===== src/rtl/fpu_pkg.sv =====
// fpu_pkg: shared types for the parametrised FP add/sub unit.
// Holds the one-hot status encoding, FSM states and the bias helper.
package fpu_pkg;

   typedef enum logic [3:0] {
      ST_EXACT     = 4'b0001,
      ST_INEXACT   = 4'b0010,
      ST_OVERFLOW  = 4'b0100,
      ST_UNDERFLOW = 4'b1000
   } status_t;

   typedef enum logic [2:0] {
      S_IDLE,
      S_ALIGN,
      S_ADD,
      S_NORM,
      S_ROUND,
      S_PACK
   } state_t;

   function automatic int bias(input int exp_w);
      return (2 ** (exp_w - 1)) - 1;
   endfunction

endpackage


===== src/rtl/fpu_lzc.sv =====
// fpu_lzc: combinational leading-zero counter of width W.
// Ports: din (W bits) in, count out (W when din is all zero).
module fpu_lzc #(
   parameter int W  = 29,
   parameter int CW = $clog2(W + 1)
) (
   input  logic [W-1:0]  din,
   output logic [CW-1:0] count
);

   // Scanning upward, the last set bit seen is the MSB.
   always_comb begin
      count = CW'(W);
      for (int i = 0; i < W; i++)
         if (din[i]) count = CW'(W - 1 - i);
   end

endmodule


===== src/rtl/fpu_addsub_param.sv =====
// fpu_addsub_param: multi-cycle FP adder/subtractor, RNE, no denormals.
// Ports: clock100KHz, reset (async low), in_valid/in_ready, op_sub_in,
//   op_A_in/op_B_in (W), out_valid pulse, data_out (W), status_out (4).
// Macro FPU_SATURATE_EN: overflow gives max finite instead of all-ones exp.
module fpu_addsub_param
   import fpu_pkg::*;
#(
   parameter int EXP_W  = 6,
   parameter int MANT_W = 25
) (
   input  logic                    clock100KHz,
   input  logic                    reset,
   input  logic                    in_valid,
   output logic                    in_ready,
   input  logic                    op_sub_in,
   input  logic [EXP_W+MANT_W:0]   op_A_in,
   input  logic [EXP_W+MANT_W:0]   op_B_in,
   output logic                    out_valid,
   output logic [EXP_W+MANT_W:0]   data_out,
   output logic [3:0]              status_out
);

   localparam int W     = 1 + EXP_W + MANT_W;
   localparam int MW    = MANT_W + 4;
   localparam int SW    = MANT_W + 5;
   localparam int LZW   = $clog2(MW + 1);
   localparam int XW    = ((EXP_W > LZW) ? EXP_W : LZW) + 2;
   localparam int SHMAX = MANT_W + 3;
   localparam logic signed [XW-1:0] EXP_MAX = XW'((2 ** EXP_W) - 1);

   state_t state, state_nxt;

   logic [W-1:0]          a_q, b_q;
   logic                  sub_q;
   logic                  sign_q, eff_sub_q;
   logic                  zero_q, flush_q, inexact_q;
   logic signed [XW-1:0]  exp_q;
   logic [MW-1:0]         ml_q, ms_q;
   logic [SW-1:0]         sum_q;
   logic [MW-2:0]         nm_q;
   logic [MANT_W-1:0]     frac_q;

   always_ff @(posedge clock100KHz or negedge reset)
      if (!reset) state <= S_IDLE;
      else        state <= state_nxt;

   always_comb begin
      state_nxt = state;
      unique case (state)
         S_IDLE:  if (in_valid) state_nxt = S_ALIGN;
         S_ALIGN: state_nxt = S_ADD;
         S_ADD:   state_nxt = S_NORM;
         S_NORM:  state_nxt = S_ROUND;
         S_ROUND: state_nxt = S_PACK;
         S_PACK:  state_nxt = S_IDLE;
         default: state_nxt = S_IDLE;
      endcase
   end

   assign in_ready = (state == S_IDLE);

   // Align: larger magnitude goes to the "l" side, small side is
   // right-shifted with shifted-out bits folded into sticky.
   logic [EXP_W-1:0]  ea, eb, el, es, diff;
   logic [MANT_W-1:0] fa, fb, fl, fs;
   logic              sa, sb, sl, ss, swap;
   logic [MW-1:0]     ml, ms_full, ms;
   int                sh;

   always_comb begin
      ea      = a_q[W-2 -: EXP_W];
      eb      = b_q[W-2 -: EXP_W];
      fa      = (ea != '0) ? a_q[MANT_W-1:0] : '0;
      fb      = (eb != '0) ? b_q[MANT_W-1:0] : '0;
      sa      = a_q[W-1];
      sb      = b_q[W-1] ^ sub_q;
      swap    = {eb, fb} > {ea, fa};
      el      = swap ? eb : ea;
      es      = swap ? ea : eb;
      fl      = swap ? fb : fa;
      fs      = swap ? fa : fb;
      sl      = swap ? sb : sa;
      ss      = swap ? sa : sb;
      ml      = (el != '0) ? {1'b1, fl, 3'b000} : '0;
      ms_full = (es != '0) ? {1'b1, fs, 3'b000} : '0;
      diff    = el - es;
      sh      = (int'(diff) > SHMAX) ? SHMAX : int'(diff);
      ms      = ms_full >> sh;
      ms[0]   = ms[0] | (|(ms_full & ~({MW{1'b1}} << sh)));
   end

   logic [SW-1:0] sum;
   assign sum = eff_sub_q ? ({1'b0, ml_q} - {1'b0, ms_q})
                          : ({1'b0, ml_q} + {1'b0, ms_q});

   logic [LZW-1:0]       lz;
   logic signed [XW-1:0] exp_lz;

   fpu_lzc #(.W(MW)) u_lzc (
      .din   (sum_q[MW-1:0]),
      .count (lz)
   );

   assign exp_lz = exp_q - $signed(XW'(lz));

   logic              rnd_up;
   logic [MANT_W:0]   frac_rnd;
   assign rnd_up   = nm_q[2] & (nm_q[1] | nm_q[0] | nm_q[3]);
   assign frac_rnd = {1'b0, nm_q[MW-2:3]} + (MANT_W+1)'(rnd_up);

   logic         ovf;
   status_t      stat;
   logic [W-1:0] res;

   always_comb begin
      ovf = !zero_q && !flush_q && (exp_q >= EXP_MAX);
      res = {sign_q, exp_q[EXP_W-1:0], frac_q};
      if (ovf)
`ifdef FPU_SATURATE_EN
         res = {sign_q, {(EXP_W-1){1'b1}}, 1'b0, {MANT_W{1'b1}}};
`else
         res = {sign_q, {EXP_W{1'b1}}, {MANT_W{1'b0}}};
`endif
      else if (zero_q || flush_q)
         res = {sign_q, {(W-1){1'b0}}};
      priority case (1'b1)
         ovf:       stat = ST_OVERFLOW;
         flush_q:   stat = ST_UNDERFLOW;
         inexact_q: stat = ST_INEXACT;
         default:   stat = ST_EXACT;
      endcase
   end

   always_ff @(posedge clock100KHz or negedge reset) begin
      if (!reset) begin
         a_q        <= '0;
         b_q        <= '0;
         sub_q      <= 1'b0;
         sign_q     <= 1'b0;
         eff_sub_q  <= 1'b0;
         zero_q     <= 1'b0;
         flush_q    <= 1'b0;
         inexact_q  <= 1'b0;
         exp_q      <= '0;
         ml_q       <= '0;
         ms_q       <= '0;
         sum_q      <= '0;
         nm_q       <= '0;
         frac_q     <= '0;
         out_valid  <= 1'b0;
         data_out   <= '0;
         status_out <= ST_EXACT;
      end else begin
         out_valid <= 1'b0;
         unique case (state)
            S_IDLE:
               if (in_valid) begin
                  a_q   <= op_A_in;
                  b_q   <= op_B_in;
                  sub_q <= op_sub_in;
               end
            S_ALIGN: begin
               sign_q    <= sl;
               eff_sub_q <= sl ^ ss;
               exp_q     <= XW'(el);
               ml_q      <= ml;
               ms_q      <= ms;
               zero_q    <= 1'b0;
               flush_q   <= 1'b0;
               inexact_q <= 1'b0;
            end
            S_ADD: begin
               sum_q <= sum;
               // Cancellation gives +0; like-signed zeros keep sign.
               if (sum == '0) begin
                  zero_q <= 1'b1;
                  sign_q <= sign_q & ~eff_sub_q;
               end
            end
            S_NORM:
               if (!zero_q) begin
                  if (sum_q[SW-1]) begin
                     nm_q  <= {sum_q[SW-2:2], |sum_q[1:0]};
                     exp_q <= exp_q + XW'(1);
                  end else begin
                     nm_q  <= sum_q[MW-2:0] << lz;
                     exp_q <= exp_lz;
                     if (exp_lz[XW-1] || exp_lz == '0) flush_q <= 1'b1;
                  end
               end
            S_ROUND: begin
               inexact_q <= !zero_q && !flush_q && (|nm_q[2:0]);
               if (frac_rnd[MANT_W]) begin
                  frac_q <= '0;
                  exp_q  <= exp_q + XW'(1);
               end else begin
                  frac_q <= frac_rnd[MANT_W-1:0];
               end
            end
            S_PACK: begin
               data_out   <= res;
               status_out <= stat;
               out_valid  <= 1'b1;
            end
            default: ;
         endcase
      end
   end

endmodule


===== config.mk =====
export PLATFORM = sky130hd
export DESIGN_NAME = fpu_addsub_param
export DESIGN_NICKNAME = d
export VERILOG_FILES = /design/src/rtl/fpu_pkg.sv /design/src/rtl/fpu_lzc.sv /design/src/rtl/fpu_addsub_param.sv
export SDC_FILE = /design/constraint.sdc
export NUM_CORES = 1
export LEC_CHECK = 0
export CAP_MARGIN = 0
export CORE_UTILIZATION = 40
export CTS_CLUSTER_DIAMETER = 60
export DETAILED_ROUTE_END_ITERATION = 8
export PLACE_DENSITY = 0.63
export SLEW_MARGIN = 0
export SYNTH_ARGS = -nofsm -noshare
export SYNTH_HDL_FRONTEND = slang
export SYNTH_SLANG_ARGS = --single-unit

===== constraint.sdc =====
create_clock -name clock100KHz -period 6.09 [get_ports clock100KHz]
set_clock_uncertainty 0.1 [all_clocks]
set_input_delay 1.218 -clock clock100KHz [delete_from_list [all_inputs] [get_ports clock100KHz]]
set_output_delay 1.218 -clock clock100KHz [all_outputs]
set_load 0.02 [all_outputs]

==> metrics.txt <==
RD Place Congestion=between 0.9 and 1; count of max-cap constraint violations=0; fmax=roughly 170 MHz; post-synthesis instance total=between 2000 and 2500; Worst Max-Slew Pin Slew=0.945 ns; outcome=completed; worst min path class=reg2reg; family of cells with the greatest summed delay on the critical path=compound AO/OA/AOI/OAI gates; number of enable flip-flop cells after synthesis=0; cell types with the largest area share after synthesis=dfrtp_1 35%, nand2_1 5.8%, o21ai_0 5.3%, ha_1 4.6%, mux2_2 4.3%; DIE HEIGHT=215 um; final total negative setup slack=0 ns; highest net fanout along the worst path=14; Cell Rows=77; Final setup violation count=0; sum of routed wire length over all layers=63100 um; area enclosed by the die boundary=46000 um2; synthesized area per cell=8.44 um2; count of pins over their slew limit=0; synthesis-to-layout area growth=20.6%; final-report hold violation count=0; TritonCTS Buffers=31; share of the yosys chip area belonging to registers=0.355; Async S/R FF share, synth=1.00; all-layer global routing usage=0.271; Clk Latency, worst-skew pair=0.60 ns; #FFs+latches synth=256; arrival time of data at the critical path endpoint=6.34 ns; width of the die=215 um; Longest Clk Path Bufs=3; number of synthesis warnings=0; pin count of the biggest net entering global routing=112; Synth Flop Type=dfrtp_1; total half-perimeter wirelength after legalization and detailed placement=48000 um; crit path time final=between 5 and 6 ns; fraction of the cycle the final worst path needs=0.974; Final ANT Viol Nets=0; Critical Path End Type=flop; register area=about 6400 um2; Setup CP Type=reg2reg; CP bufs+invs=3; number of antenna violations at the first check in global routing=0; Max transition margin=0.363; count of distinct cell types in the synthesized netlist=89; area of the core=44400 um2; boundary pin count=106; total gr overflow=0; drt first pass iters=5; post-synth top area share=0.353; number of global-route vias before repair=17100; synthesized net count=2276; final worst hold slack=roughly 0.38 ns; clock-pin slew reported for the worst setup and hold paths after clock tree synthesis=0.06 ns; synthesized area=18100 um2; count of antenna diodes in the layout=0; required time at the endpoint of the critical path=about 6.5 ns; wire length per cell=21.7 um; leading area contributor after synthesis=dfrtp_1; fill cell count=4174; fraction of final layout cells with drive strength greater than 1=0.151; vias per cell=5.91; global-route wire length before repair=99300 um; Final Net Count=between 2000 and 2500; H-tree depth reported by CTS=1; slowest cell on the critical path=dfrtp_2; Num Clock Sinks=256; detailed router's first-iteration violation count=1303; CTS root buf=clkbuf_16; worst stage delay on the critical path=approximately 0.43 ns; via total after detailed routing=~17000; area taken by multi-input logic gates=11100 um2; CP startpoint kind=flop; Port Buf Inserts=105; CTS Hold Bufs=0; residual DRC count=0; CTS tree=done; Initial Utilization=0.407
-- routing by layer --
layer	wire length (um)	global-route usage	up-vias
met3	2960	0.0319	156
met5	0	0	-
li1	-	-	8157
met1	25800	0.334	8306
met4	3710	0.142	0
met2	30600	0.466	602
-- flip-flops by register name (all words and copies together) (netlist names), 3 cells and up --
name	count
ms_q	29
nm_q	28
b_q	32
data_out	32
sum_q	30
state	3
a_q	32
frac_q	25
exp_q	8
status_out	4
ml_q	26
-- cells in the final DEF, fill, tap and decap left out, types with 17 or more instances in the layout --
cell type        count
buf_4              147
clkdlybuf4s50_1    104
inv_1               65
nand2_1            276
a211oi_1            24
a21oi_1            141
nand3_1             40
dfrtp_1            254
mux2i_1             60
mux2_2              69
nand4_1             20
o21ai_0            191
nor2_1             179
a21o_1              24
and2_1              26
xor2_1              25
a22o_1              57
o31ai_1             22
a31oi_1             23
o22ai_1             17
nor4_1              18
o21a_1              19
nor3_1              43
clkbuf_16           33
ha_1                60
xnor2_1             61
-- kinds of logic (layout without fill, tap and decap cells) --
| family | after synthesis | in the layout | synth area share |
|---|---|---|---|
| adders and majority gates | 67 | 67 | 0.0468 |
| AOI/OAI and AO/OA | 684 | 685 | 0.250 |
| muxes | 135 | 135 | 0.0837 |
| buffers and inverters | 204 | 382 | 0.0445 |
| and+or+nand+nor | 709 | 709 | 0.179 |
| xor gates and xnor gates | 86 | 86 | 0.0417 |
| DFF | 256 | 256 | 0.355 |
-- through the flow --
step	area (um2)	setup slack, ns	instances	util
after floorplan	18100	0.0865	2141	-
final	21800	0.158	2912	0.491
after global routing	21800	-0.0668	2912	0.491
after global placement	20500	-0.0549	2850	0.461
after detailed placement	20500	-0.0145	2850	0.461
after CTS	21500	0.0551	2904	0.483
-- cell type report --
cell class,count,area share
clock buffers,41,0.0391
clock inverters,12,0.00488
inverters,71,0.0122
multi-input cells,1682,0.511
flip-flops and latches,256,0.294
well taps,592,0.0340
repair buffers,258,0.105
-- worst paths after layout --
| kind | startpoint | endpoint | slack (ns) | cells past startpoint |
|---|---|---|---|---|
| worst max-delay path | b_q[29] | ms_q[1] | 0.16 | 27 |
| worst min-delay path | data_out[31] | data_out[31] | 0.38 | 2 |
| worst max register to register | b_q[29] | ms_q[1] | 0.16 | 27 |
| worst min register to register | data_out[31] | data_out[31] | 0.38 | 2 |
| max in group asynchronous | reset | sum_q[7] | 4.03 | 2 |
| min in group asynchronous | reset | data_out[15] | 0.53 | 1 |
-- timing repair --
action / 4_1_cts / 5_1_grt
cloned: 1 / 2
pin swaps: 2 / 23
endpoints found under the setup margin: 9 / 26
buffers inserted: 0 / 6
resized for setup: 2 / 46
-- Yosys cell counts, drive strengths merged, types with 13 or more instances --
library cell and instances:
and2 29, nand3 41, nor2b 17, inv 69, and3 16, nor4 21
a21oi 145, nand2b 13, clkbuf 107, ha 66, a22o 57, nand4 20
mux2 69, buf 26, nor2 185, a21o 24, o21a 19, o221ai 13
o31ai 24, o211ai 16, a211oi 30, dfrtp 255, a221oi 20, o21ai 200
xnor2 61, a31oi 23, nor3 46, mux2i 60, xor2 25, o22ai 17
nand2 284
-- tightest hold or removal path, cell delays in order (launching register included) --
cell     delay (ns)
dfrtp_1        0.35
nand2_1        0.05
nand2_1        0.05
Power is left out: the tool's default activity adds up to more than one toggle a clock period on the data nets, which glitch-free logic cannot reach.
